[src/rtl/prach_hb2_sched_if.sv]
// Sample stream into the PRACH half-band scheduler and the slot-ordered stream out to hb2.
// master drives the input beats; slave is the scheduler side.
interface prach_hb2_sched_if #(
    parameter int DW = 16
) ();
    logic [DW-1:0] din_dq;
    logic          din_dv;
    logic [7:0]    din_chn;
    logic          sync_in;
    logic [DW-1:0] dout_dp1;
    logic [DW-1:0] dout_dp2;
    logic          dout_dv;
    logic [7:0]    dout_chn;
    logic          sync_out;

    modport master (
        output din_dq, din_dv, din_chn, sync_in,
        input  dout_dp1, dout_dp2, dout_dv, dout_chn, sync_out
    );

    modport slave (
        input  din_dq, din_dv, din_chn, sync_in,
        output dout_dp1, dout_dp2, dout_dv, dout_chn, sync_out
    );
endinterface

[src/rtl/prach_hb2_sched.sv]
// Double-banked reorder buffer: collects two phases per channel, then replays a full
// bank as one TDM round of NUM_CHN slots, or a bubble round when no bank is ready.
module prach_hb2_sched #(
    parameter int NUM_CHN = 32,
    parameter int DW      = 16
) (
    input  logic                 clk,
    input  logic                 rst,
    input  logic                 en,
    input  logic                 clr,
    prach_hb2_sched_if.slave     bus,
    output logic                 ovf,
    output logic                 unf,
    output logic                 chn_err
);
    localparam int CW = $clog2(NUM_CHN);
    localparam int NW = $clog2(2 * NUM_CHN + 1);
    localparam logic [CW-1:0] LAST_SLOT = CW'(NUM_CHN - 1);
    localparam logic [NW-1:0] LAST_WR   = NW'(2 * NUM_CHN - 1);

    typedef enum logic [1:0] {S_IDLE, S_VALID, S_BUBBLE} round_t;

    logic [DW-1:0]      mem_dp1 [2][NUM_CHN];
    logic [DW-1:0]      mem_dp2 [2][NUM_CHN];
    logic [NUM_CHN-1:0] phase     [2];
    logic [NUM_CHN-1:0] pair_done [2];
    logic [NW-1:0]      wr_cnt    [2];
    logic [1:0]         full;
    logic [1:0]         sync_tag;
    logic               wr_bank;
    logic               rd_bank;
    logic [CW-1:0]      slot;
    logic               seen_valid;

    round_t state, next_state, cur_round;

    logic [CW-1:0] widx;
    logic          in_range;
    logic          accept;
    logic          ovf_set;
    logic          err_set;
    logic          unf_set;
    logic          round_end;

    logic [DW-1:0] dp1_d, dp2_d, dp1_q, dp2_q;
    logic [7:0]    chn_d, chn_q;
    logic          dv_d, dv_q, sync_d, sync_q;

    // A beat is dropped when its bank is full or its channel already holds both phases.
    assign widx      = bus.din_chn[CW-1:0];
    assign in_range  = (32'(bus.din_chn) < NUM_CHN);
    assign accept    = bus.din_dv & in_range & ~full[wr_bank] & ~pair_done[wr_bank][widx];
    assign ovf_set   = bus.din_dv & in_range & (full[wr_bank] | pair_done[wr_bank][widx]);
    assign err_set   = bus.din_dv & ~in_range;
    assign unf_set   = (cur_round == S_BUBBLE) && (slot == '0) && seen_valid;
    assign round_end = (cur_round == S_VALID) && (slot == LAST_SLOT);

    always_ff @(posedge clk) begin
        if (rst) begin
            state <= S_IDLE;
        end else begin
            state <= next_state;
        end
    end

    // The round type is decided only at slot 0, from the read bank's full flag.
    always_comb begin
        cur_round  = state;
        next_state = state;
        if (slot == '0) begin
            if (!en) begin
                cur_round = S_IDLE;
            end else if (full[rd_bank]) begin
                cur_round = S_VALID;
            end else begin
                cur_round = S_BUBBLE;
            end
        end
        next_state = cur_round;
        if (slot == LAST_SLOT) begin
            next_state = S_IDLE;
        end
    end

    always_comb begin
        dv_d   = 1'b0;
        dp1_d  = '0;
        dp2_d  = '0;
        sync_d = 1'b0;
        chn_d  = 8'(slot);
        if (cur_round == S_VALID) begin
            dv_d   = 1'b1;
            dp1_d  = mem_dp1[rd_bank][slot];
            dp2_d  = mem_dp2[rd_bank][slot];
            sync_d = (slot == '0) && sync_tag[rd_bank];
        end
    end

    always_ff @(posedge clk) begin
        if (rst) begin
            slot       <= '0;
            seen_valid <= 1'b0;
            dv_q       <= 1'b0;
            dp1_q      <= '0;
            dp2_q      <= '0;
            chn_q      <= '0;
            sync_q     <= 1'b0;
        end else begin
            if (cur_round != S_IDLE) begin
                slot <= slot + CW'(1);
            end
            if ((cur_round == S_VALID) && (slot == '0)) begin
                seen_valid <= 1'b1;
            end
            dv_q   <= dv_d;
            dp1_q  <= dp1_d;
            dp2_q  <= dp2_d;
            chn_q  <= chn_d;
            sync_q <= sync_d;
        end
    end

    assign bus.dout_dv  = dv_q;
    assign bus.dout_dp1 = dp1_q;
    assign bus.dout_dp2 = dp2_q;
    assign bus.dout_chn = chn_q;
    assign bus.sync_out = sync_q;

    // Phase 0 lands in the dp2 entry, phase 1 in dp1.
    always_ff @(posedge clk) begin
        if (accept) begin
            if (phase[wr_bank][widx]) begin
                mem_dp1[wr_bank][widx] <= bus.din_dq;
            end else begin
                mem_dp2[wr_bank][widx] <= bus.din_dq;
            end
        end
    end

    always_ff @(posedge clk) begin
        if (rst) begin
            full     <= '0;
            sync_tag <= '0;
            wr_bank  <= 1'b0;
            rd_bank  <= 1'b0;
            for (int b = 0; b < 2; b++) begin
                phase[b]     <= '0;
                pair_done[b] <= '0;
                wr_cnt[b]    <= '0;
            end
        end else begin
            if (accept) begin
                phase[wr_bank][widx] <= ~phase[wr_bank][widx];
                if (phase[wr_bank][widx]) begin
                    pair_done[wr_bank][widx] <= 1'b1;
                end
                wr_cnt[wr_bank] <= wr_cnt[wr_bank] + NW'(1);
                if (bus.sync_in) begin
                    sync_tag[wr_bank] <= 1'b1;
                end
                if (wr_cnt[wr_bank] == LAST_WR) begin
                    full[wr_bank] <= 1'b1;
                    wr_bank       <= ~wr_bank;
                end
            end
            // A bank being read is full, so it can never be the bank written above.
            if (round_end) begin
                full[rd_bank]      <= 1'b0;
                sync_tag[rd_bank]  <= 1'b0;
                phase[rd_bank]     <= '0;
                pair_done[rd_bank] <= '0;
                wr_cnt[rd_bank]    <= '0;
                rd_bank            <= ~rd_bank;
            end
        end
    end

    // Sticky flags: a new event in the same cycle as clr keeps the flag set.
    always_ff @(posedge clk) begin
        if (rst) begin
            ovf     <= 1'b0;
            unf     <= 1'b0;
            chn_err <= 1'b0;
        end else begin
            ovf     <= ovf_set | (ovf & ~clr);
            unf     <= unf_set | (unf & ~clr);
            chn_err <= err_set | (chn_err & ~clr);
        end
    end
endmodule

[src/flat_wrapper.sv]
// flat-port wrapper written by rule: the top's interface ports become plain ports
module prach_hb2_sched_flat 
#(
    parameter int NUM_CHN = 32,
    parameter int DW      = 16
)
  (clk, rst, en, clr, ovf, unf, chn_err, bus_din_dq, bus_din_dv, bus_din_chn, bus_sync_in, bus_dout_dp1, bus_dout_dp2, bus_dout_dv, bus_dout_chn, bus_sync_out);
  prach_hb2_sched_if #(.DW(DW)) bus_i ();
  input  logic clk;
  input  logic rst;
  input  logic en;
  input  logic clr;
  output logic ovf;
  output logic unf;
  output logic chn_err;
  input wire logic [$bits(bus_i.din_dq)-1:0] bus_din_dq;
  input wire logic [$bits(bus_i.din_dv)-1:0] bus_din_dv;
  input wire logic [$bits(bus_i.din_chn)-1:0] bus_din_chn;
  input wire logic [$bits(bus_i.sync_in)-1:0] bus_sync_in;
  output wire logic [$bits(bus_i.dout_dp1)-1:0] bus_dout_dp1;
  output wire logic [$bits(bus_i.dout_dp2)-1:0] bus_dout_dp2;
  output wire logic [$bits(bus_i.dout_dv)-1:0] bus_dout_dv;
  output wire logic [$bits(bus_i.dout_chn)-1:0] bus_dout_chn;
  output wire logic [$bits(bus_i.sync_out)-1:0] bus_sync_out;
  assign bus_i.din_dq = bus_din_dq;
  assign bus_i.din_dv = bus_din_dv;
  assign bus_i.din_chn = bus_din_chn;
  assign bus_i.sync_in = bus_sync_in;
  assign bus_dout_dp1 = bus_i.dout_dp1;
  assign bus_dout_dp2 = bus_i.dout_dp2;
  assign bus_dout_dv = bus_i.dout_dv;
  assign bus_dout_chn = bus_i.dout_chn;
  assign bus_sync_out = bus_i.sync_out;
  prach_hb2_sched #(.NUM_CHN(NUM_CHN), .DW(DW)) u_core (.clk(clk), .rst(rst), .en(en), .clr(clr), .bus(bus_i), .ovf(ovf), .unf(unf), .chn_err(chn_err));
endmodule
[config.mk]
export PLATFORM = sky130hd
export DESIGN_NAME = prach_hb2_sched_flat
export DESIGN_NICKNAME = d
export VERILOG_FILES = /design/src/rtl/prach_hb2_sched_if.sv /design/src/rtl/prach_hb2_sched.sv /design/src/flat_wrapper.sv
export SDC_FILE = /design/constraint.sdc
export NUM_CORES = 2
export LEC_CHECK = 0
export BUFFER_PORTS_ARGS = -buffer_cell sky130_fd_sc_hd__buf_4
export CAP_MARGIN = 20
export CORE_MARGIN = 2
export CORE_UTILIZATION = 40
export CTS_BUF_LIST = sky130_fd_sc_hd__clkbuf_16
export DETAILED_ROUTE_END_ITERATION = 16
export GPL_TIMING_DRIVEN = 0
export HOLD_SLACK_MARGIN = 0.05
export SETUP_SLACK_MARGIN = 0.15
export SLEW_MARGIN = 20
export SYNTH_ARGS = -nofsm -noshare
export SYNTH_HDL_FRONTEND = slang
export SYNTH_SLANG_ARGS = --single-unit
[constraint.sdc]
create_clock -name clk -period 5.54 [get_ports clk]
set_input_delay 0.554 -clock clk [delete_from_list [all_inputs] [get_ports clk]]
set_output_delay 0.554 -clock clk [all_outputs]
set_load 0.01 [all_outputs]
---- Word level (Yosys, flattened, before mapping) ----
Memories as Yosys holds them, arrays and structs flattened. A register that Yosys moved wholly into a read port is not among the register bits.
Index checks and enable logic that the tools add are counted.
storage, ports and cells
  flip-flop bits (word level) ............. 59
  bits in writable memories ............... 2190
  bits of input ports ..................... 30
  output and inout port bits .............. 45
  logic and storage cells ................. 165
  memories kept ........................... 5
memory list
  name              depth  bits a word  read ports  clocked after Yosys merged registers in  write ports  RTL line               source
  u_core.mem_dp1    2      512          1           1                                        1            prach_hb2_sched.sv:23  logic [DW-1:0] mem_dp1 [2][NUM_CHN];
  u_core.mem_dp2    2      512          1           1                                        1            prach_hb2_sched.sv:24  logic [DW-1:0] mem_dp2 [2][NUM_CHN];
  u_core.pair_done  2      32           1           1                                        2            prach_hb2_sched.sv:26  logic [NUM_CHN-1:0] pair_done [2];
  u_core.phase      2      32           1           1                                        2            prach_hb2_sched.sv:25  logic [NUM_CHN-1:0] phase [2];
  u_core.wr_cnt     2      7            1           1                                        2            prach_hb2_sched.sv:27  logic [NW-1:0] wr_cnt [2];
operators by class
  add/sub/neg operators ................... 2
  $lt $le $gt $ge ......................... 10
  eq/ne operators ......................... 4
  mux-type cells .......................... 81
  bitwise gates (word level) .............. 27
  reduce and logical (&&, ||, !) cells .... 20
operators by type and width
  operator             number
  $mux 512             2
  $mux 32              8
  $bmux 16 s5          2
  $reduce_or 32->1     4
  $demux 16 s5         1
  $mux 16              5
  $mux 1               45
  $mux 2               11
  $mux 7               2
  $reduce_or 7->1      2
  $ge 6x6->1 const B   2
  $not 5->6            2
  $bmux 1 s5           2
  $logic_and 1x1->1    9
  $and 1x1->1          8
  $lt 8x6->1 const B   1
  $not 1->1            8
  $add 7x1->7 const B  1
  $eq 7x6->1 const B   1
  $lt 5x6->1 const B   1
  $lt 6x1->1 const B   1
  $add 5x1->5 const B  1
  $demux 1 s5          1
  $eq 5x5->1 const B   1
  other kinds (14)     23

---- Depth between registers and ports, before layout ----
  depth in word-level cells ............... 12
  mapped depth ............................ 17
  mapped depth without buffers ............ 9

---- Least setup slack after synthesis ----
OpenSTA, ideal clock, no wires.
  kind .................................... input port to flip-flop
  start point ............................. input bus_din_chn[1]
  end point ............................... memory u_core.mem_dp1[0][352] (netlist bit), enable pin
  library setup time ...................... 434 ps
  arrival time ............................ 3701 ps
  required time ........................... 5106 ps
  path slack .............................. 1405 ps
  stages .................................. 9
  path buffers ............................ 3
  cell sequence ........................... buf_2 > buf_2 > mux4_2 > mux2_2 > nand2_1 > nand3_1 > or2_1 > buf_2 > nor4_1
on the way
  cells in the longest elaborated chain, start to end .. 6
  elaborated cells between the ends (all ways) .. 18
  those cells by class .................... 3 x order compare; 9 x mux; 5 x bitwise; 1 x reduce/logical
ends and longest elaborated chain
  what                                              RTL line                                       source
  start: declaration                                flat_wrapper.sv:18                             input wire logic [$bits(bus_i.din_chn)-1:0] bus_din_chn;
  $lt 8x6->1 (tied with other cells)                prach_hb2_sched.sv:51                          assign in_range = (32'(bus.din_chn) < NUM_CHN);
  $and 1x1->1 (tied with other cells) (2 in a row)  prach_hb2_sched.sv:52                          assign accept = bus.din_dv & in_range & ~full[wr_bank] & ~pair_done[wr_bank][widx];
  $and 1x1->1 or $mux 16 (tied branches)            prach_hb2_sched.sv:52, prach_hb2_sched.sv:133
  $mux 1 or $demux 16 s5 (tied branches)            -
  $mux 512 (not written as such) (*)                prach_hb2_sched.sv:133                         mem_dp1[wr_bank][widx] <= bus.din_dq;
  end: declaration                                  prach_hb2_sched.sv:23
Mark *: on every way between the ends. The rest lies on a longest branch, timed or not. The select of a mux whose other input is x is not followed.

---- Worst setup path after layout ----
  start point ............................. register u_core.slot[0]
  end point ............................... register u_core.dp2_q[15], in the netlist u_core.bus.dout_dp2[15]
on the way
  cells in the longest elaborated chain, start to end .. 5
  elaborated cells between the ends (all ways) .. 9
  those cells by class .................... 1 x eq/ne; 4 x mux; 2 x bitwise; 2 x reduce/logical
ends and longest elaborated chain
  what                                                 RTL line                source
  start: declaration                                   prach_hb2_sched.sv:32   logic [CW-1:0] slot;
  start signal: assignment                             prach_hb2_sched.sv:110  slot <= slot + CW'(1);
  branches (longest 5 deep; another with $bmux 16 s5)  -
  end signal: assignment                               prach_hb2_sched.sv:117  dp2_q <= dp2_d;
  end: declaration                                     prach_hb2_sched.sv:45   logic [DW-1:0] dp1_d, dp2_d, dp1_q, dp2_q;
Parallel ways; which one is timed is not known. The select of a mux whose other input is x is not followed.
A chain may end at the register's enable or synchronous reset.

==> run_results.csv <==
group,metric,value,unit
die,initial_core_util,40.1,%
setup_path,end_kind,"register",
hold_path,hp-class,"primary input to register",
global_routing,grt_max_degree,129,
clock_tree,clkLatencyLatePin,0.89,ns
clock_tree,clk_path_buf_depth,3,
hold_path,hp-start,"bus_din_dq[3]",
synthesis,syn_inst,4105,
cells_and_area,fin_util,46.7,%
sta,rsz0062_at_grt,"no",
setup_path,crit_start,"u_core.slot[0]",
setup_path,slowest_stage,"buf_1",
power,leakagePower,30.9,nW
sta,slew_viol_final,0,
synthesis,synth.distinct_cells,59,
clock_tree,cts-buffers-inserted,221,
clock_tree,clock-sinks,2248,
setup_path,crit_path_max_incr_delay,0.92,ns
synthesis,yosysSeqAreaShare,75.4,%
die,die_y,470,microns
job,drv_cap,0,
routing,wire_per_inst,34.8,microns
sta,finalClockSkew,0.0437,ns
cells_and_area,fillCellCount,17915,
synthesis,ys_warn_count,0,
sta,fmax,190,MHz
clock_tree,htreeDepth,4,
sta,fin_crit_sh,94.8,%
synthesis,yosys.area.top_type_share,70.8,%
global_routing,grt_pass1_wl,362000,microns
sta,slew_headroom,18.3,%
cells_and_area,layout-drive-gt1-share,31.1,%
synthesis,synth_seq_cells,2248,
routing,drt_iter0_drc,6799,
synthesis,synth_area_leaders,"edfxtp_1 71%, mux4_2 17%, dfxtp_1 4.6%",
clock_tree,cts_root_buffer,"clkbuf_16",
cells_and_area,nets,4580,
sta,tightest_slew,1.22,ns
die,dieWidth,470,microns
routing,vias,45653,
setup_path,crit_arrival,5.90,ns
synthesis,synthesis.area,0.0869,sq mm
synthesis,postSynthAreaPerCell,21.2,sq um
global_routing,overflow,0,
setup_path,path_class,"register to register",
synthesis,synth_edf_count,2048,
placement,dpl.hpwl,178000,microns
outcome,status,"finished, final reports clean",
die,rows,171,
power,total_power,0.0386,W
die,die_area,0.221,sq mm
global_routing,antenna_found_initial,14,
synthesis,async_reset_ff_share,0,%
die,core_area,0.217,sq mm
setup_path,startpoint_type,"register",
global_routing,grt_pass1_vias,44554,
setup_path,crit_fanout,10,
die,io_pins,75,
sta,final-hold-violation-count,0,
synthesis,synth_common_cells,"2,048 x edfxtp_1, 639 x mux4_2, 200 x dfxtp_1",
synthesis,synth_most_common_cell,"edfxtp_1",
power,p_per_area,382,mW/mm^2
placement,place.gp.congestion,0.931,
setup_path,r2r_start,"u_core.slot[0]",
synthesis,ys.flop_type,"edfxtp_1",
setup_path,cp_cell_sequence,"buf_2, buf_2, clkbuf_1, buf_1, mux4_2, mux4_2, mux2i_1, a211oi_1",
power,ir_worst_vdd,361,uV
synthesis,synth_top_area_cell,"edfxtp_1",
sta,setup_viol,0,
global_routing,track_usage,23.7,%
clock_tree,tritoncts,"yes",
routing,wl,265000,microns
cells_and_area,area_delta_synth_final,16.3,%
clock_tree,clkSlewWorstSetupHoldPaths,0.07,ns
routing,ant_nets,0,
routing,firstDrtPassIters,7,
sta,post-route-min-period,5.25,ns
routing,drc,0,
setup_path,cp.required,6.19,ns
routing,drt-vias-per-instance,6.00,
placement,place.port_buffers,71,
## routing by layer
layer | up-vias | global-route usage (%) | share of wire [%]
met5 | - | 0 | 0.022
met4 | 8 | 10.4 | 4.7
met3 | 438 | 4.99 | 9.4
met2 | 2449 | 37.0 | 47
met1 | 24652 | 32.2 | 39
li1 | 18106 | - | -
## registers in the layout, indices dropped and copies added (netlist names), named ones only
signal               flops
u_core.bus.dout_chn      5
u_core.bus.dout_dp1     16
u_core.bus.dout_dp2     16
u_core.bus.dout_dv       1
u_core.bus.sync_out      1
u_core.chn_err           1
u_core.full              2
u_core.mem_dp1        1024
u_core.mem_dp2        1024
u_core.ovf               1
u_core.pair_done        64
u_core.phase            64
u_core.rd_bank           1
u_core.seen_valid        1
u_core.slot              5
u_core.state             2
u_core.sync_tag          2
u_core.unf               1
u_core.wr_bank           1
u_core.wr_cnt           14
## area by class of cell
cell class,instances,area (sq um),share of cell area (%)
plain buffers,262,1280,1.27
flip-flops and latches,2248,65500,64.8
clock buffers,225,5630,5.57
repair buffers,217,2460,2.44
diodes,9,22.5,0.0223
inverters,7,26.3,0.0260
well taps,2854,3570,3.53
multi-input cells,1589,21100,20.9
clock inverters,193,1480,1.47
## worst paths after layout
check | endpoint | cells past startpoint | slack, ns
max reg2reg | u_core.bus.dout_dp2[15] | 8 | 0.29
min reg2reg | u_core.pair_done[1][3] | 2 | 0.45
min | u_core.mem_dp2[0][371] | 1 | 0.07
max | u_core.bus.dout_dp2[15] | 8 | 0.29
## power by group
group          total (W)  switching, W  internal [W]
clock             0.0147       0.00661       0.00813
combinational    0.00540       0.00353       0.00188
sequential        0.0185    0.00000683        0.0185
## layout by cell type, fill, tap and decap left out, types with 60 or more instances in the layout
cell / Yosys / routed
buf_2: 79 / 107
inv_1: 7 / 60
buf_4: 31 / 127
dfxtp_1: 200 / 200
edfxtp_1: 2048 / 2048
nor2_4: 0 / 87
clkbuf_1: 118 / 96
mux4_2: 639 / 639
clkbuf_16: 0 / 225
a21oi_1: 85 / 85
nand2_1: 167 / 166
## logic make-up (layout without fill, tap and decap cells)
kind of cell / after synthesis / after routing / synth area share (%)
compound gates: 337 / 337 / 2.55
fa+ha+maj: 4 / 4 / 0.0576
xor+xnor: 9 / 9 / 0.0907
flops: 2248 / 2248 / 75.4
simple gates: 530 / 530 / 3.11
other cells: 1 / 12 / 0.00432
mux: 706 / 706 / 17.3
buf+inv: 270 / 904 / 1.46
## worst max-delay path, delay by kind of cell (launching register included)
| kind | cells | cell delay, ns |
|---|---|---|
| mux | 3 | 1.78 |
| buf+inv | 4 | 2.45 |
| compound gates | 1 | 0.43 |
| flops | 1 | 0.33 |
## timing repair
item                                    4_1_cts  5_1_grt
pin swaps                                     1        0
setup buffers                                 2        0
cloned                                        0        0
endpoints found under the hold margin         4        0
hold buffers                                  5        0
gates resized for setup                       2        8
endpoints found under the setup margin       86       65
## per-stage QoR
step / instances / hold WS (ns) / TNS [ns] / cell area [sq um] / setup slack, ns
floorplan: 4107 / 0.420 / 0 / 86900 / 1.41
global route: 7601 / 0.0612 / 0 / 101000 / 0.188
CTS: 7589 / 0.0683 / 0 / 101000 / 0.123
detailed placement: 7165 / 0.442 / -10.45 / 93700 / -0.284
global placement: 7032 / 0.434 / -728.89 / 91000 / -2.08
finish: 7604 / 0.0698 / 0 / 101000 / 0.286
Note: power is estimated with default switching activity, not from simulation.
